### src/rtl/pe_seq.sv
// pe_seq: sequences LOAD/DOT commands onto a PE (cmd in, operand stream in, result out, pe_* drive pins, pe_out readback)
module pe_seq #(
  parameter int IN_PRECISION  = 16,
  parameter int OUT_PRECISION = 16,
  parameter int REG_SIZE      = 4,
  parameter int LEN_W         = 8
) (
  input  logic                     clk,
  input  logic                     rst,
  input  logic                     cmd_valid,
  output logic                     cmd_ready,
  input  logic                     cmd_op,
  input  logic [LEN_W-1:0]         cmd_len,
  input  logic                     cmd_reuse,
  input  logic                     s_valid,
  output logic                     s_ready,
  input  logic [IN_PRECISION-1:0]  s_act,
  input  logic [IN_PRECISION-1:0]  s_wgt,
  output logic                     res_valid,
  input  logic                     res_ready,
  output logic [OUT_PRECISION-1:0] res_data,
  output logic [IN_PRECISION-1:0]  pe_act,
  output logic [IN_PRECISION-1:0]  pe_wgt,
  output logic                     pe_store,
  output logic                     pe_reuse,
  output logic                     pe_finish,
  output logic [REG_SIZE-1:0]      pe_addr,
  input  logic [OUT_PRECISION-1:0] pe_out
);
  typedef enum logic [2:0] {IDLE, LOAD, MAC, FIN, CAPT, RESP} state_t;
  state_t state, state_nx;
  logic reuse, beat, last, load_beat, mac_beat;
  logic [LEN_W-1:0] len, cnt;
  logic [REG_SIZE-1:0] ptr, ptr_inc;
  assign cmd_ready = state == IDLE;
  assign s_ready   = !rst && (state == LOAD || state == MAC);
  assign res_valid = !rst && state == RESP;
  assign beat      = s_valid && s_ready;
  assign last      = cnt == len - 1'b1;
  assign load_beat = beat && state == LOAD;
  assign mac_beat  = beat && state == MAC;
  assign ptr_inc   = ptr == REG_SIZE'(REG_SIZE - 1) ? REG_SIZE'(1) : ptr + 1'b1;
  assign pe_act    = mac_beat ? s_act : '0;
  assign pe_wgt    = load_beat || (mac_beat && !reuse) ? s_wgt : '0;
  assign pe_store  = load_beat;
  assign pe_reuse  = mac_beat && reuse;
  assign pe_addr   = load_beat || pe_reuse ? ptr : '0;
  assign pe_finish = !rst && state == FIN;
  always_comb begin
    state_nx = state;
    case (state)
      IDLE: if (cmd_valid) state_nx = cmd_op ? (cmd_len == '0 ? IDLE : LOAD) : (cmd_len == '0 ? FIN : MAC);
      LOAD: if (beat && last) state_nx = IDLE;
      MAC:  if (beat && last) state_nx = FIN;
      FIN:  state_nx = CAPT;
      CAPT: state_nx = RESP;
      RESP: if (res_ready) state_nx = IDLE;
      default: state_nx = IDLE;
    endcase
  end
  always_ff @(posedge clk) begin
    if (rst) begin
      state    <= IDLE;
      ptr      <= REG_SIZE'(1);
      cnt      <= '0;
      len      <= '0;
      reuse    <= 1'b0;
      res_data <= '0;
    end else begin
      state <= state_nx;
      if (cmd_valid && cmd_ready) begin
        len   <= cmd_len;
        reuse <= cmd_reuse;
        cnt   <= '0;
        ptr   <= REG_SIZE'(1);
      end
      if (beat) cnt <= cnt + 1'b1;
      if (load_beat || pe_reuse) ptr <= ptr_inc;
      if (state == CAPT) res_data <= pe_out;
    end
  end
endmodule

### config.mk
export PLATFORM = sky130hd
export DESIGN_NAME = pe_seq
export DESIGN_NICKNAME = d
export VERILOG_FILES = /design/src/rtl/pe_seq.sv
export SDC_FILE = /design/constraint.sdc
export NUM_CORES = 1
export LEC_CHECK = 0
export CAP_MARGIN = 20
export CORE_MARGIN = 2
export CORE_UTILIZATION = 39
export DETAILED_ROUTE_END_ITERATION = 12
export GPL_ROUTABILITY_DRIVEN = 0
export MAX_ROUTING_LAYER = met4
export PLACE_DENSITY = 0.86
export SLEW_MARGIN = 15
export SYNTH_ARGS = -nofsm -noshare
export SYNTH_HDL_FRONTEND = slang
export SYNTH_SLANG_ARGS = --single-unit
### constraint.sdc
create_clock -name clk -period 2.6 [get_ports clk]
set_clock_uncertainty 0.1 [all_clocks]
set_input_delay 0.52 -clock clk [delete_from_list [all_inputs] [get_ports clk]]
set_output_delay 0.52 -clock clk [all_outputs]
set_load 0.1 [all_outputs]
==> impl_metrics.json <==
{
  "initial_core_util": 0.404,
  "post_cts_resized": 0,
  "fp.dieH_um": 79.5,
  "stdcell_area_mm2": 0.00411,
  "yosys_register_bits": 40,
  "io_pins": 121,
  "core_region_area_mm2": 0.00551,
  "h-tree-depth": 2,
  "cts_buffer_depth": 2,
  "synth_edf_count": 0,
  "p_switching_uw": 593,
  "synth_area_mm2": 0.00223,
  "placed_area_mm2": 0.00398,
  "pwr-share-clk": 0.305,
  "hpwl_um": 5790,
  "synth_most_common_cell": "nand2_1",
  "cpPeakStageDelay_ns": 0.54,
  "peakVddDrop_uv": 421,
  "crit_buf_inv": 3,
  "wire_per_inst_um": 14.7,
  "numPortBuffers": 120,
  "fillers": 385,
  "swShare": 0.324,
  "numCtsBuffers": 5,
  "final_cells": 489,
  "routed_wirelength_um": 7210,
  "setup_viol": 0,
  "dp.cells": 481,
  "cp.required_ns": 1.98,
  "min_path_type": "reg2reg",
  "rsz0062_at_grt": "false",
  "crit_fanout": 17,
  "worst_pin_slew_ns": 0.553,
  "dieWidth_um": 79.5,
  "hold_viol_final": 0,
  "cts_tree": "yes",
  "die_area_mm2": 0.00633,
  "async_reset_ff_frac": 0,
  "finish.utilization": 0.746,
  "synthFlopType": "dfxtp_1",
  "place_ws_ns": 0.0699,
  "drv_slew": 0,
  "track_usage": 0.238,
  "nNetsFinal": 482,
  "power_density_mw_per_mm2": 445,
  "combinationalPowerShare": 0.329,
  "syn_nets": 364,
  "detail_route.first_pass.iterations": 4,
  "outcome": "finished clean",
  "cts_hold_buffers": 0,
  "routed-via-count": 2529,
  "n_antenna_cell": 0,
  "cp_slowest_cell": "clkdlybuf4s50_1",
  "drive_gt1_frac": 0.300,
  "critPathTopFamily": "buffers and inverters",
  "clock_latency_ns": 0.30,
  "crit_chain": "clkdlybuf4s50_1 > nand3b_4 > nor3_2 > buf_4 > and2_2 > buf_12",
  "timing.final.crit_share": 0.961,
  "synth_top_area_cell": "dfxtp_1",
  "synthTopCellsByArea": "dfxtp_1 36%, and2_1 11%, nand2_1 10%",
  "vias_per_cell": 5.17,
  "fmax_mhz": 400,
  "post-route-drc-count": 0,
  "fp-row-count": 27,
  "maxCapViolCount": 0,
  "post-route-min-period_ns": 2.50,
  "start_kind": "primary input",
  "syn_inst": 298,
  "power_frac_seq": 0.366,
  "grt_pass1_wl_um": 11600,
  "crit_type": "in2out",
  "antenna_found_initial": 0,
  "grt_max_degree": 45,
  "relSlewSlack": 0.631,
  "setup_ws_ns": 0.101,
  "synth_top_area_share": 0.360,
  "internal-power_mw": 1.24,
  "ys_warn_count": 0,
  "p_total_mw": 1.83,
  "cts.clk_slew.worst_paths_ns": 0.07,
  "tns_ns": 0,
  "area_growth_pct": 84.5,
  "grt_overflow": 0,
  "p_leak_nw": 1.60,
  "synth_common_cells": "61 x nand2_1, 40 x dfxtp_1, 39 x and2_1",
  "ys_seq_area_frac": 0.360,
  "syn_area_per_cell_um2": 7.47,
  "antenna_left": 0,
  "cp-end-kind": "output pin",
  "post-cts-setup-buffers": 0,
  "synth.distinct_cells": 41,
  "hold_slack_ns": 0.360,
  "cts_root_buf": "clkbuf_8",
  "worstPathArrival_ns": 1.88,
  "grt_pass1_vias": 2412,
  "drtIter0Drc": 111,
  "cts_sinks": 40
}
## cells in the final DEF, fill, tap and decap left out, types with 10 or more instances in the layout
cell type	synthesis	layout
xnor2_1	10	10
buf_12	0	42
dfxtp_1	40	40
clkdlybuf4s50_1	0	61
nor2_1	19	18
nand2_1	61	61
a21oi_1	37	37
buf_4	1	26
and2_2	0	36
## layout make-up
class                           count  area (um2)  share of cell area
Clock buffer                        7        96.3              0.0235
Clock inverter                      1        30.0             0.00731
Inverter                            5        18.8             0.00457
Multi-Input combinational cell    234        1420               0.346
Sequential cell                    40         801               0.195
Tap cell                           72        90.1              0.0219
Timing Repair Buffer              130        1650               0.402
## path summary, 6_finish.rpt
kind / from / end / slack (ns) / cells past startpoint
worst min-delay path: res_data[7] / res_data[7] / 0.36 / 2
worst max-delay path: s_valid / pe_act[13] / 0.10 / 6
worst max register to register: len[0] / state[0] / 0.51 / 8
worst min register to register: res_data[7] / res_data[7] / 0.36 / 2
## power by group through the flow
stage	combinational [mW]	sequential [mW]	clock (mW)
2_1_floorplan	0.351	0.709	0
3_3_place_gp	0.585	0.682	0
3_5_place_dp	0.599	0.683	0
4_1_cts	0.603	0.669	0.562
5_1_grt	0.646	0.673	0.583
6_report	0.602	0.669	0.557
## per-layer routing
| layer | part of all wire | up-vias | wire, um | global-route usage |
|---|---|---|---|---|
| met2 | 0.53 | 100 | 3820 | 0.443 |
| met1 | 0.38 | 1182 | 2730 | 0.250 |
| met3 | 0.077 | 9 | 552 | 0.0600 |
| li1 | - | 1238 | - | - |
| met4 | 0.014 | 0 | 98 | 0.0586 |
| met5 | 0 | - | 0 | - |
## registers in the layout, summed over array words and instances (netlist names)
signal	flops
cnt	8
state	3
res_data	16
reuse	1
ptr	4
len	8
## cells by family after synthesis
group                    count (synthesis)  share of synthesized area
XOR/XNOR                                16                     0.0630
multiplexers                             2                    0.00956
buffers and inverters                   24                     0.0450
AND/OR/NAND/NOR                        158                      0.364
flip-flops                              40                      0.360
adder cells (fa/ha/maj)                  3                     0.0169
AO/OA/AOI/OAI                           55                      0.142
## worst min-delay path, cell delays in order, from the launching register on
cell	delay, ns
dfxtp_1	0.31
nand2_1	0.05
a21oi_1	0.05
Power figures use the tool's default switching activity.
